`src/rtl/div_pkg.sv`:
```
// -----------------------------------------------------------------------------
// div_pkg
// Shared constants, FSM state encoding and the full-adder cell used by the
// sequential signed divider (seq_divider) and its subtractor (div_sub32).
// -----------------------------------------------------------------------------
package div_pkg;

  localparam int DIV_WIDTH = 32;
  localparam int DIV_ITERS = 32;
  // Wide enough to hold 0..DIV_ITERS-1 with headroom.
  localparam int CNT_WIDTH = 6;

  localparam logic [DIV_WIDTH-1:0] INT_MIN   = 32'h8000_0000;
  localparam logic [DIV_WIDTH-1:0] MINUS_ONE = 32'hFFFF_FFFF;

  typedef enum logic [1:0] {
    S_IDLE = 2'd0,
    S_RUN  = 2'd1,
    S_DONE = 2'd2
  } div_state_t;

  // One full-adder cell: returns {carry_out, sum}.
  function automatic logic [1:0] full_add(input logic a, input logic b, input logic cin);
    full_add = {(a & b) | (cin & (a ^ b)), a ^ b ^ cin};
  endfunction

endpackage

```
`src/rtl/div_sub32.sv`:
```
// -----------------------------------------------------------------------------
// div_sub32
// Combinational 32-bit subtractor built as a ripple of full-adder cells:
// diff = minuend + ~subtrahend + 1.
//
// Ports:
//   minuend    in  32  left operand
//   subtrahend in  32  right operand (inverted internally)
//   diff       out 32  minuend - subtrahend (mod 2^32)
//   carry_out  out 1   1 = no borrow (minuend >= subtrahend, unsigned)
//
// With minuend tied to zero this yields the two's-complement negation of
// subtrahend, which is how the divider does all of its sign handling.
// -----------------------------------------------------------------------------
module div_sub32
  import div_pkg::*;
(
  input  logic [DIV_WIDTH-1:0] minuend,
  input  logic [DIV_WIDTH-1:0] subtrahend,
  output logic [DIV_WIDTH-1:0] diff,
  output logic                 carry_out
);

  logic [DIV_WIDTH-1:0] sub_inv;

  assign sub_inv = ~subtrahend;

  // The carry chain lives in a single process so the ripple is one
  // sequential walk rather than a self-referencing vector.
  always_comb begin
    logic       carry;
    logic [1:0] fa;
    carry = 1'b1;
    fa    = '0;
    diff  = '0;
    for (int i = 0; i < DIV_WIDTH; i++) begin
      fa      = full_add(minuend[i], sub_inv[i], carry);
      diff[i] = fa[0];
      carry   = fa[1];
    end
    carry_out = carry;
  end

endmodule

```
`src/rtl/seq_divider.sv`:
```
// -----------------------------------------------------------------------------
// seq_divider
// Multi-cycle signed 32-bit restoring divider. Quotient truncates toward zero,
// remainder takes the sign of the dividend. 32 iterations per operation;
// divide-by-zero and INT_MIN / -1 are resolved on the start edge.
//
// Ports:
//   clock           in  1      rising-edge clock
//   reset           in  1      synchronous, active-high
//   ctrl_DIV        in  1      start pulse; operands sampled on the same edge
//   data_operandA   in  WIDTH  dividend (two's complement)
//   data_operandB   in  WIDTH  divisor (two's complement)
//   data_result     out WIDTH  quotient (registered, held until next completion)
//   data_remainder  out WIDTH  remainder (registered, held)
//   data_exception  out 1      divide-by-zero or overflow (registered, held)
//   data_resultRDY  out 1      one-cycle completion strobe (decode of DONE)
//   dbg_state       out 2      current FSM state (div_state_t encoding)
//
// Handshake: data_resultRDY is a valid-only strobe with no back-pressure; the
// consumer samples result/remainder/exception in the cycle it is high. A start
// (ctrl_DIV) is accepted in any state: in RUN it abandons the operation in
// flight, which then never strobes data_resultRDY.
// -----------------------------------------------------------------------------
module seq_divider
  import div_pkg::*;
#(
  parameter int WIDTH = DIV_WIDTH
) (
  input  logic             clock,
  input  logic             reset,
  input  logic             ctrl_DIV,
  input  logic [WIDTH-1:0] data_operandA,
  input  logic [WIDTH-1:0] data_operandB,
  output logic [WIDTH-1:0] data_result,
  output logic [WIDTH-1:0] data_remainder,
  output logic             data_exception,
  output logic             data_resultRDY,
  output logic [1:0]       dbg_state
);

  localparam logic [CNT_WIDTH-1:0] LAST_STEP = CNT_WIDTH'(DIV_ITERS - 1);

  div_state_t state, state_next;

  logic [CNT_WIDTH-1:0] count;
  logic [DIV_WIDTH-1:0] rem;
  logic [DIV_WIDTH-1:0] quo;
  logic [DIV_WIDTH-1:0] divisor;
  logic                 qneg;
  logic                 rneg;

  // Operand magnitudes (unsigned, so |INT_MIN| = 0x80000000 is exact).
  logic [DIV_WIDTH-1:0] neg_a, neg_b, abs_a, abs_b;

  // One restoring step.
  logic [DIV_WIDTH-1:0] rem_shift, trial_diff, rem_step, quo_step;
  logic                 no_borrow;

  // Sign-corrected values of the step result, used on the final step.
  logic [DIV_WIDTH-1:0] neg_quo, neg_rem;

  logic [3:0] unused_carry;

  logic start_div0, start_ovf, start_exc, last_step;

  // ---------------------------------------------------------------------------
  // Start-edge decode
  // ---------------------------------------------------------------------------
  assign start_div0 = (data_operandB == '0);
  assign start_ovf  = (data_operandA == INT_MIN) && (data_operandB == MINUS_ONE);
  assign start_exc  = start_div0 || start_ovf;
  assign last_step  = (count == LAST_STEP);

  div_sub32 u_neg_a (
    .minuend    ('0),
    .subtrahend (data_operandA),
    .diff       (neg_a),
    .carry_out  (unused_carry[0])
  );

  div_sub32 u_neg_b (
    .minuend    ('0),
    .subtrahend (data_operandB),
    .diff       (neg_b),
    .carry_out  (unused_carry[1])
  );

  assign abs_a = data_operandA[WIDTH-1] ? neg_a : data_operandA;
  assign abs_b = data_operandB[WIDTH-1] ? neg_b : data_operandB;

  // ---------------------------------------------------------------------------
  // Restoring step. rem < divisor <= 2^31 always holds, so the shifted
  // remainder still fits in 32 bits and a 32-bit trial subtraction suffices.
  // ---------------------------------------------------------------------------
  assign rem_shift = {rem[DIV_WIDTH-2:0], quo[DIV_WIDTH-1]};

  div_sub32 u_trial (
    .minuend    (rem_shift),
    .subtrahend (divisor),
    .diff       (trial_diff),
    .carry_out  (no_borrow)
  );

  assign rem_step = no_borrow ? trial_diff : rem_shift;
  assign quo_step = {quo[DIV_WIDTH-2:0], no_borrow};

  // The final result registers load on the 32nd step edge, so sign
  // correction is applied to the step output directly.
  div_sub32 u_neg_quo (
    .minuend    ('0),
    .subtrahend (quo_step),
    .diff       (neg_quo),
    .carry_out  (unused_carry[2])
  );

  div_sub32 u_neg_rem (
    .minuend    ('0),
    .subtrahend (rem_step),
    .diff       (neg_rem),
    .carry_out  (unused_carry[3])
  );

  // ---------------------------------------------------------------------------
  // FSM
  // ---------------------------------------------------------------------------
  always_ff @(posedge clock) begin
    if (reset) begin
      state <= S_IDLE;
    end else begin
      state <= state_next;
    end
  end

  always_comb begin
    state_next = state;
    if (ctrl_DIV) begin
      // A start is honoured from every state, including mid-run.
      state_next = start_exc ? S_DONE : S_RUN;
    end else begin
      unique case (state)
        S_IDLE:  state_next = S_IDLE;
        S_RUN:   state_next = last_step ? S_DONE : S_RUN;
        S_DONE:  state_next = S_IDLE;
        default: state_next = S_IDLE;
      endcase
    end
  end

  // ---------------------------------------------------------------------------
  // Datapath and result registers
  // ---------------------------------------------------------------------------
  always_ff @(posedge clock) begin
    if (reset) begin
      count          <= '0;
      rem            <= '0;
      quo            <= '0;
      divisor        <= '0;
      qneg           <= 1'b0;
      rneg           <= 1'b0;
      data_result    <= '0;
      data_remainder <= '0;
      data_exception <= 1'b0;
    end else if (ctrl_DIV) begin
      count   <= '0;
      rem     <= '0;
      quo     <= abs_a;
      divisor <= abs_b;
      qneg    <= data_operandA[WIDTH-1] ^ data_operandB[WIDTH-1];
      rneg    <= data_operandA[WIDTH-1];
      // Exceptional operations complete right away; normal ones leave the
      // previous results in place until their own final step.
      if (start_exc) begin
        data_result    <= start_ovf ? INT_MIN : '0;
        data_remainder <= '0;
        data_exception <= 1'b1;
      end
    end else if (state == S_RUN) begin
      rem   <= rem_step;
      quo   <= quo_step;
      count <= count + 1'b1;
      if (last_step) begin
        data_result    <= qneg ? neg_quo : quo_step;
        data_remainder <= rneg ? neg_rem : rem_step;
        data_exception <= 1'b0;
      end
    end
  end

  assign data_resultRDY = (state == S_DONE);
  assign dbg_state      = state;

endmodule

```
`config.mk`:
```
export PLATFORM = sky130hd
export DESIGN_NAME = seq_divider
export DESIGN_NICKNAME = d
export VERILOG_FILES = /design/src/rtl/div_pkg.sv /design/src/rtl/div_sub32.sv /design/src/rtl/seq_divider.sv
export SDC_FILE = /design/constraint.sdc
export NUM_CORES = 1
export LEC_CHECK = 0
export CAP_MARGIN = 20
export CORE_ASPECT_RATIO = 0.7
export CORE_MARGIN = 2
export CORE_UTILIZATION = 55
export DETAILED_ROUTE_END_ITERATION = 8
export PLACE_DENSITY = 0.91
export SLEW_MARGIN = 15
export SYNTH_ARGS = -nofsm -noshare
export SYNTH_HDL_FRONTEND = slang
export SYNTH_SLANG_ARGS = --single-unit
```
`constraint.sdc`:
```
create_clock -name clock -period 51 [get_ports clock]
set_clock_uncertainty 0.2 [all_clocks]
set_input_delay 10.2 -clock clock [delete_from_list [all_inputs] [get_ports clock]]
set_output_delay 10.2 -clock clock [all_outputs]
set_load 0.02 [all_outputs]
```
==> impl_metrics.csv, run 1 <==
group,metric,value,unit
worst_setup_path,crit_required,51.09,ns
clocking,cts_root_buf,"clkbuf_16",
final_layout,n_antenna_cell,0,
worst_setup_path,worst-path-buf-inv,4,
timing,fin_crit_sh,40.78,%
yosys,ys_warn_count,0,
routing,wirelength,27400,um
worst_setup_path,cp_top_family,"adder cells",
final_layout,final_common_cell,"dfxtp_1",
power_and_ir_drop,power_frac_comb,21.9,%
run_status,status,"complete, no violations",
final_layout,n_fill_cell,1511,
worst_setup_path,critPathKind,"reg -> reg",
hold_path,min_from,"data_remainder[31]$_SDFFE_PP0P_",
worst_setup_path,cp.arrival,20.89,ns
worst_setup_path,ff2ff_path_depth,71,
yosys,synth_top_flop_cell,"dfxtp_1",
power_and_ir_drop,p_per_area,27.56,nW/um2
yosys,synth.distinct_cells,40,
yosys,synth-edff-count,0,
die,pin_count,135,
power_and_ir_drop,seqPwrFrac,39.7,%
hold_path,hold_end,"data_remainder[31]$_SDFFE_PP0P_",
timing,setup_viol,0,
global_routing,first_global_vias,8706,
global_routing,grt_pass1_wl,44590,um
placement,place_ws,30.44,ns
clocking,clkTransAtPathRegs,0.07,ns
timing,slew_viol_final,0,
clocking,post_cts_buffers,0,
die,die_y,122.4,um
placement,hpwl,19490,um
yosys,yosysSeqAreaShare,30.90,%
global_routing,grtUsageTotal,26.33,%
global_routing,antenna_found_initial,0,
die,die_area,21190,um2
clocking,cts_hold_buf,0,
worst_setup_path,startpoint_type,"register",
final_layout,drive_gt1_share,4.215,%
global_routing,grt_start_max_net_pins,101,
worst_setup_path,cp-end-kind,"register",
power_and_ir_drop,leakage,5.838,nW
routing,antenna_left,0,
timing,tightest_slew,1.071,ns
clocking,cts_made_buffers,17,
routing,drt_iter0_markers,804,
yosys,async_flop_share,0,%
clocking,cts_tree,"built",
clocking,cts.sinks,170,
clocking,cts_htree_levels,4,
yosys,syn_nets,1442,
hold_path,worst_hold_path_type,"reg -> reg",
worst_setup_path,rrSetupSlack,30.20,ns
final_layout,areaGrowthSynthToFinish,17.58,%
timing,post-route-min-period,20.80,ns
worst_setup_path,crit_slowest_cell,"fa_2",
timing,rsz0062_at_grt,"no",
worst_setup_path,crit_fanout,36,
die,core,19750,um2
yosys,synth.avg_cell_area,9.022,um2
routing,routedWlPerCell,17.40,um
power_and_ir_drop,irDropWorstVdd,0.02420,mV
power_and_ir_drop,pwr-share-clk,38.4,%
die,fp-row-count,43,
final_layout,final_area,12950,um2
die,die_w,173.2,um
placement,io_buffers,134,
timing,relSlewSlack,28.46,%
power_and_ir_drop,p_int,0.0002481,W
worst_setup_path,timing.rr.end,"data_remainder[30]$_SDFFE_PP0P_",
power_and_ir_drop,p_switching,0.0001088,W
final_layout,fin_nets,1513,
placement,place.gp.congestion,0.9403,
yosys,synth_area,11020,um2
placement,dpl-instance-area,12310,um2
worst_setup_path,critPathMaxStageDelay,0.92,ns
timing,hold_viol,0,
yosys,synthesis.instances,1221,
routing,via_per_inst,5.717,
power_and_ir_drop,switching_share,30.49,%
routing,drc,0,
hold_path,hold_path_depth,2,
timing,clock.fmax,0.04808,GHz
run,maxCapViolCount,0,
clocking,cts_buffer_depth,2,
power_and_ir_drop,total_power,0.0003570,W
worst_setup_path,worst_path_most_repeated_cell,"ha_1",
timing,fin_hold_ws,0.2740,ns
worst_setup_path,r2r_start,"quo[31]$_SDFFE_PP0N_",
yosys,synth_seq_cells,170,
die,start_util,55.79,%
routing,via_count,9005,
global_routing,grt_overflow_total,0,
timing,setup_ws,30.20,ns
clocking,worstSkewPairLatency,0.44,ns
final_layout,final_cell_mix,"dfxtp_1 (170), mux2i_1 (158), clkdlybuf4s50_1 (130)",
clocking,ctsResizeCount,0,
timing,tns,0,ns
routing,first_pass_iters,6,
## tightest hold or removal path: cells and delay by family, from the launching register on
| family | cells | cell delay, ns |
|---|---|---|
| flops | 1 | 0.31 |
| mux | 1 | 0.06 |
| simple gates | 1 | 0.06 |
## logic make-up (layout without fill, tap and decap cells)
group           after synthesis  after routing  share of synthesized area, %
simple gates                324            324                         14.29
buf+inv                     216            300                         8.269
compound gates              191            191                         11.89
flops                       170            170                         30.90
mux                         159            159                         14.49
fa+ha+maj                   154            154                         19.60
xor+xnor                      7              7                        0.5566
## state kept, by name, indices dropped and copies added (netlist names)
signal          cells
count               6
data_exception      1
data_remainder     32
data_result        32
dbg_state           2
divisor            32
qneg                1
quo                32
rem                31
rneg                1
## Yosys cell counts (all sizes together) (4+ instances only)
cell type / n / area, um2
ha: 123 / 1539
xnor2: 4 / 35.03
nor2: 107 / 401.6
nor4: 13 / 108.9
dfxtp: 170 / 3403
a211oi: 122 / 915.9
nand2: 107 / 401.6
buf: 13 / 148.9
nand2b: 52 / 325.3
inv: 127 / 476.7
clkbuf: 76 / 285.3
o21ai: 50 / 250.2
nand3b: 11 / 82.58
fa: 31 / 620.6
mux2i: 158 / 1582
a21oi: 4 / 20.02
nand4: 10 / 68.81
o32ai: 11 / 96.34
nor2b: 6 / 37.54
## worst max-delay path by stage
stage / end / cells after the start / slack, ns / startpoint
after detailed placement: data_remainder[30]$_SDFFE_PP0P_ / 71 / 30.44 / quo[31]$_SDFFE_PP0N_
after global placement: data_remainder[31]$_SDFFE_PP0P_ / 71 / 30.92 / quo[31]$_SDFFE_PP0N_
after global routing: data_remainder[31]$_SDFFE_PP0P_ / 71 / 29.49 / quo[31]$_SDFFE_PP0N_
after floorplan: data_remainder[31]$_SDFFE_PP0P_ / 73 / 31.57 / quo[31]$_SDFFE_PP0N_
final: data_remainder[30]$_SDFFE_PP0P_ / 71 / 30.20 / quo[31]$_SDFFE_PP0N_
after CTS: data_remainder[30]$_SDFFE_PP0P_ / 71 / 30.29 / quo[31]$_SDFFE_PP0N_
## metrics by stage
| step | cells | utilization, % |
|---|---|---|
| 5_1_grt | 1575 | 65.60 |
| 3_5_place_dp | 1542 | 62.33 |
| 2_1_floorplan | 1221 | - |
| 4_1_cts | 1574 | 65.46 |
| 3_3_place_gp | 1542 | 62.33 |
| 6_report | 1575 | 65.60 |
## area by class of cell
type,instances,area (um2),area share (%)
multi-input combinational,835,6719,51.87
sequential,170,3403,26.28
clock buffer,17,425.4,3.284
timing repair buffer,141,1399,10.80
tap,270,337.8,2.608
clock inverter,15,191.4,1.478
inverter,127,476.7,3.680
## power by group through the flow
stage	registers, W	clock network, W	logic (W)
6_report	0.000142	0.000137	0.0000783
5_1_grt	0.000142	0.000143	0.0000876
4_1_cts	0.000141	0.000138	0.0000769
3_5_place_dp	0.000144	0	0.0000756
3_3_place_gp	0.000144	0	0.0000710
2_1_floorplan	0.000143	0	0.0000523
## metal layers
layer,up-vias,share of wire [%],global-route usage [%]
met5,-,0,0
met4,0,2.8,10.17
met3,53,7.1,5.576
met2,346,43,39.93
met1,4249,47,36.93
li1,4357,-,-
Power figures use the tool's default switching activity.
==> inputs of run 2 (changes only) <==
Settings changed: CORE_UTILIZATION 55 to 51, PLACE_DENSITY 0.91 to 0.89.
Clock period 51 ns to 16.9 ns, I/O delays scaled along.
==> run 2 against run 1 <==
Compared with the run above: the run now ends with setup timing left; clock power rose to 2.9 times the previous value; cell count grew 1.6%; critical path depth unchanged; power grew to 3.1 times the previous value; fmax rose by 20%; register-to-register slack got worse by 31 ns; setup slack worse by 31 ns; largest cell class unchanged; critical path type unchanged; first-iteration DRC count shrank 11%; via count about the same; count of clock-buffer cells in the layout stayed put.
==> impl_metrics.csv, run 2 (synthesis gave the netlist of run 1 again) <==
group,metric,value,unit
clocking,cts_made_buffers,17,
clocking,worstSkewPairLatency,0.45,ns
worst_setup_path,startpoint_type,"register",
final_layout,final_common_cell,"dfxtp_1",
routing,drt_iter0_markers,715,
clocking,cts.sinks,170,
die,core,20980,um2
global_routing,grt_start_max_net_pins,105,
power_and_ir_drop,leakage,5.885,nW
placement,place.gp.congestion,0.8994,
placement,hpwl,19860,um
routing,wirelength,28500,um
worst_setup_path,crit_required,17.06,ns
timing,hold_viol,0,
placement,io_buffers,134,
timing,setup_ws,-0.4218,ns
routing,top_layer,"met4",
die,die_y,127.0,um
final_layout,fin_nets,1531,
worst_setup_path,crit_fanout,2,
routing,wl_met2,12590,um
timing,slew_viol_final,0,
timing,rsz0062_at_grt,"yes",
clocking,cts_root_buf,"clkbuf_16",
clocking,clkTransAtPathRegs,0.07,ns
routing,met3_length,1860,um
die,die_w,179.7,um
final_layout,drive_gt1_share,11.72,%
power_and_ir_drop,irDropWorstVdd,0.08526,mV
final_layout,final_cell_mix,"dfxtp_1 (168), mux2i_1 (156), clkdlybuf4s50_1 (130)",
worst_setup_path,critPathKind,"reg -> reg",
die,start_util,52.52,%
routing,met1Wirelength,13410,um
worst_setup_path,cp-end-kind,"register",
timing,tightest_slew,1.042,ns
final_layout,fin_util,64.87,%
worst_setup_path,crit_slowest_cell,"fa_2",
run_status,status,"finished, violations left",
global_routing,grtUsageTotal,24.67,%
routing,drc,0,
timing,fin_crit_sh,102.5,%
routing,first_pass_iters,5,
run_status,violations,"setup timing",
timing,tns,-1.506,ns
final_layout,n_fill_cell,1567,
clocking,cts_tree,"built",
worst_setup_path,cp.arrival,17.49,ns
die,die_area,22810,um2
die,fp-row-count,44,
placement,dpl-instance-area,12830,um2
final_layout,final_cells,1600,
clocking,cts_htree_levels,4,
global_routing,grt_overflow_total,0,
run,maxCapViolCount,0,
timing,setup_viol,6,
timing,relSlewSlack,30.54,%
worst_setup_path,critPathMaxStageDelay,0.41,ns
die,pin_count,135,
routing,antenna_left,0,
power_and_ir_drop,p_per_area,81.90,nW/um2
placement,place_ws,-0.4055,ns
routing,via_count,9002,
final_layout,areaGrowthSynthToFinish,23.52,%
global_routing,first_global_vias,8737,
timing,clock.fmax,0.05773,GHz
hold_path,worst_hold_path_type,"reg -> reg",
global_routing,antenna_found_initial,1,
routing,via_per_inst,5.626,
routing,routedWlPerCell,17.81,um
clocking,cts_buffer_depth,2,
placement,dpl.cell_count,1560,
final_layout,final_area,13610,um2
global_routing,grt_pass1_wl,45130,um
timing,post-route-min-period,17.32,ns
## run 2: cell types whose count changed in the layout (fill, tap and decap cells not counted), moves of 3 or more
cell	before	now
inv_6	3	6
o21ai_1	0	6
buf_4	8	24
fa_1	30	0
ha_2	0	9
inv_1	127	124
o21ai_0	50	43
ha_4	0	32
ha_1	123	82
fa_2	1	31
inv_2	0	3
## run 2: layout make-up
cell class	count	area (um2)	area share, %
antenna	1	2.502	0.01839
clock buffer	17	425.4	3.126
clock inverter	15	165.2	1.214
inverter	127	476.7	3.503
multi-input combinational	835	7236	53.18
sequential	170	3406	25.03
tap	276	345.3	2.538
timing repair buffer	159	1550	11.39
## run 2: repair_timing
action | 4_1_cts | 5_1_grt
buffers inserted | 3 | 3
pin swaps | 2 | 7
gates resized for setup | 10 | 23
hold buffers | 0 | 0
setup endpoints to repair | 7 | 12
## run 2: through the flow
step	power, W	hold slack, ns
global route	0.001169	0.2897
floorplan	0.0006235	0.2581
finish	0.001114	0.2756
CTS	0.001104	0.2801
global placement	0.0006865	0.2610
detailed placement	0.0007025	0.2693
## run 2: report_power, final
group / internal, W / switching (W)
sequential: 0.000416 / 0.0000117
combinational: 0.000129 / 0.000156
clock: 0.000221 / 0.000181
## run 2: worst max-delay path: cells and delay by family (launching register included)
family	cells	cell delay, ns
fa+ha+maj	62	15.77
mux	2	0.39
flops	1	0.32
buf+inv	4	0.29
simple gates	2	0.18
xor+xnor	1	0.12
## run 2: path summary, 6_finish.rpt
path                                   start                               to  slack (ns)  cells past startpoint
min reg2reg  data_remainder[28]$_SDFFE_PP0P_  data_remainder[28]$_SDFFE_PP0P_        0.28                      2
max                     quo[31]$_SDFFE_PP0N_  data_remainder[31]$_SDFFE_PP0P_       -0.42                     71
max reg2reg             quo[31]$_SDFFE_PP0N_  data_remainder[31]$_SDFFE_PP0P_       -0.42                     71
min          data_remainder[28]$_SDFFE_PP0P_  data_remainder[28]$_SDFFE_PP0P_        0.28                      2
## run 2: per-layer routing
metal,global-route usage [%],up-vias
met5,0,-
met4,8.178,0
met3,5.886,59
met2,37.80,314
met1,34.28,4241
li1,-,4388
==> inputs of run 3 (changes only) <==
Settings changed: CAP_MARGIN 20 to not set, CORE_ASPECT_RATIO 0.7 to 1.75, HOLD_SLACK_MARGIN set to 0.1.
==> run 3 against run 2 <==
Compared with the run above: the run still ends with setup timing left; die area is 0.12% higher; non-clock buffer count unchanged; critical endpoint is now data_remainder[30]$_SDFFE_PP0P_; global-route usage rose by 0.19 points; clock power up 11%; cell count is 1.4% lower; fmax decreased by 0.25%; via count grew 2.4%; power is 4.9% higher; critical path type unchanged; highest routed layer unchanged; count of clock-buffer cells in the layout is 3 higher; first-iteration DRC count down 34%.
==> impl_metrics.csv, run 3 (synthesis gave the netlist of run 1 again) <==
group,metric,value,unit
run_status,status,"finished, violations left",
run_status,violations,"setup timing",
die,die_w,115.1,um
worst_setup_path,crit_fanout,4,
final_layout,fin_nets,1531,
power_and_ir_drop,switching_share,29.55,%
timing,setup_viol,4,
worst_setup_path,startpoint_type,"register",
die,core,21320,um2
final_layout,final_cells,1578,
worst_setup_path,worst-path-buf-inv,6,
global_routing,first_global_vias,9345,
timing,clock.fmax,0.05759,GHz
clocking,clkTransAtPathRegs,0.07,ns
clocking,cts_tree,"built",
final_layout,areaGrowthSynthToFinish,26.28,%
timing,fin_crit_sh,102.8,%
placement,dpl.cell_count,1541,
final_layout,drive_gt1_share,13.00,%
placement,place_ws,-0.3461,ns
routing,drt_iter0_markers,473,
power_and_ir_drop,power_frac_comb,25.0,%
die,die_y,198.4,um
hold_path,hold_path_depth,2,
global_routing,antenna_found_initial,0,
worst_setup_path,cp.arrival,17.53,ns
placement,io_buffers,134,
worst_setup_path,r2r_start,"quo[31]$_SDFFE_PP0N_",
hold_path,min_from,"data_remainder[8]$_SDFFE_PP0P_",
placement,place.gp.congestion,0.8715,
timing,post-route-min-period,17.37,ns
power_and_ir_drop,irDropWorstVdd,0.06519,mV
routing,via_per_inst,5.839,
global_routing,grt_overflow_total,0,
global_routing,grtUsageTotal,24.86,%
clocking,cts_htree_levels,4,
final_layout,final_cell_mix,"dfxtp_1 (168), mux2i_1 (156), clkdlybuf4s50_1 (130)",
routing,routedWlPerCell,18.63,um
final_layout,final_common_cell,"dfxtp_1",
die,start_util,51.67,%
clocking,cts_buffer_depth,2,
power_and_ir_drop,p_per_area,84.05,nW/um2
timing,hold_viol,0,
worst_setup_path,rrSetupSlack,-0.47,ns
worst_setup_path,crit_required,17.06,ns
routing,drc,0,
timing,setup_ws,-0.4652,ns
global_routing,grt_pass1_wl,45080,um
worst_setup_path,cp_top_family,"adder cells",
power_and_ir_drop,seqPwrFrac,36.6,%
worst_setup_path,crit_slowest_cell,"fa_2",
worst_setup_path,critPathKind,"reg -> reg",
timing,rsz0062_at_grt,"yes",
final_layout,multi_input_area,7492,um2
placement,hpwl,19800,um
die,pin_count,135,
power_and_ir_drop,p_switching,0.0003455,W
hold_path,hold_end,"data_remainder[8]$_SDFFE_PP0P_",
clocking,worstSkewPairLatency,0.44,ns
routing,wirelength,29400,um
timing,tightest_slew,0.9732,ns
clocking,cts_made_buffers,17,
worst_setup_path,timing.rr.end,"data_remainder[30]$_SDFFE_PP0P_",
final_layout,n_fill_cell,1511,
timing,tns,-1.401,ns
run,maxCapViolCount,0,
die,die_area,22840,um2
routing,first_pass_iters,8,
worst_setup_path,worst_path_most_repeated_cell,"fa_2",
timing,relSlewSlack,35.12,%
hold_path,worst_hold_path_type,"reg -> reg",
clocking,cts.sinks,170,
global_routing,grt_start_max_net_pins,107,
routing,via_count,9214,
final_layout,n_antenna_cell,0,
final_layout,regArea,3406,um2
worst_setup_path,cp-end-kind,"register",
clocking,cts_root_buf,"clkbuf_16",
routing,antenna_left,0,
power_and_ir_drop,total_power,0.001169,W
timing,slew_viol_final,0,
power_and_ir_drop,p_int,0.0008236,W
power_and_ir_drop,pwr-share-clk,38.3,%
die,fp-row-count,71,
final_layout,fin_util,65.25,%
worst_setup_path,critPathMaxStageDelay,0.38,ns
worst_setup_path,ff2ff_path_depth,72,
power_and_ir_drop,leakage,5.926,nW
run 3: repair_timing:
action | CTS | global route
hold buffers | 0 | 0
setup buffers | 1 | 4
gates cloned | 0 | 0
resized for setup | 11 | 59
pin swaps | 4 | 11
endpoints found under the setup margin | 6 | 11
run 3: cell type report:
cell class | instances | area share (%)
multi-input combinational | 835 | 53.86
inverter | 127 | 3.427
clock buffer | 20 | 3.283
tap | 255 | 2.294
clock inverter | 12 | 1.511
sequential | 170 | 24.48
timing repair buffer | 159 | 11.14
run 3: routing by layer:
| layer | routed length, um | GRT usage (%) | vias up |
|---|---|---|---|
| li1 | - | - | 4390 |
| met1 | 10750 | 25.80 | 4417 |
| met2 | 15380 | 45.45 | 307 |
| met3 | 1536 | 5.332 | 100 |
| met4 | 1739 | 13.97 | 0 |
| met5 | 0 | 0 | - |
run 3: tightest hold or removal path, stage by stage, from the launching register on:
cell	delay [ns]
dfxtp_1	0.31
nand2b_1	0.06
mux2i_1	0.06
run 3: worst max path at each step:
stage	to	cells after the start	start	slack [ns]
3_5_place_dp	data_remainder[30]$_SDFFE_PP0P_	71	quo[31]$_SDFFE_PP0N_	-0.35
3_3_place_gp	data_remainder[31]$_SDFFE_PP0P_	71	quo[31]$_SDFFE_PP0N_	-0.21
5_1_grt	data_remainder[30]$_SDFFE_PP0P_	72	quo[31]$_SDFFE_PP0N_	-0.77
6_report	data_remainder[30]$_SDFFE_PP0P_	72	quo[31]$_SDFFE_PP0N_	-0.47
2_1_floorplan	data_remainder[31]$_SDFFE_PP0P_	73	quo[31]$_SDFFE_PP0N_	-0.02
4_1_cts	data_remainder[30]$_SDFFE_PP0P_	71	quo[31]$_SDFFE_PP0N_	-0.40
run 3: power groups by stage:
stage               Sequential, W  Combinational, W  Clock, W
finish                   0.000428          0.000293  0.000448
global route             0.000430          0.000323  0.000463
CTS                      0.000428          0.000272  0.000449
detailed placement       0.000436          0.000262         0
global placement         0.000436          0.000247         0
floorplan                0.000433          0.000190         0
run 3: metrics by stage:
stage	instance area, um2	hold slack [ns]
global placement	12820	0.2621
CTS	13540	0.2765
detailed placement	12820	0.2652
finish	13910	0.2744
floorplan	11470	0.2581
global route	13910	0.2989
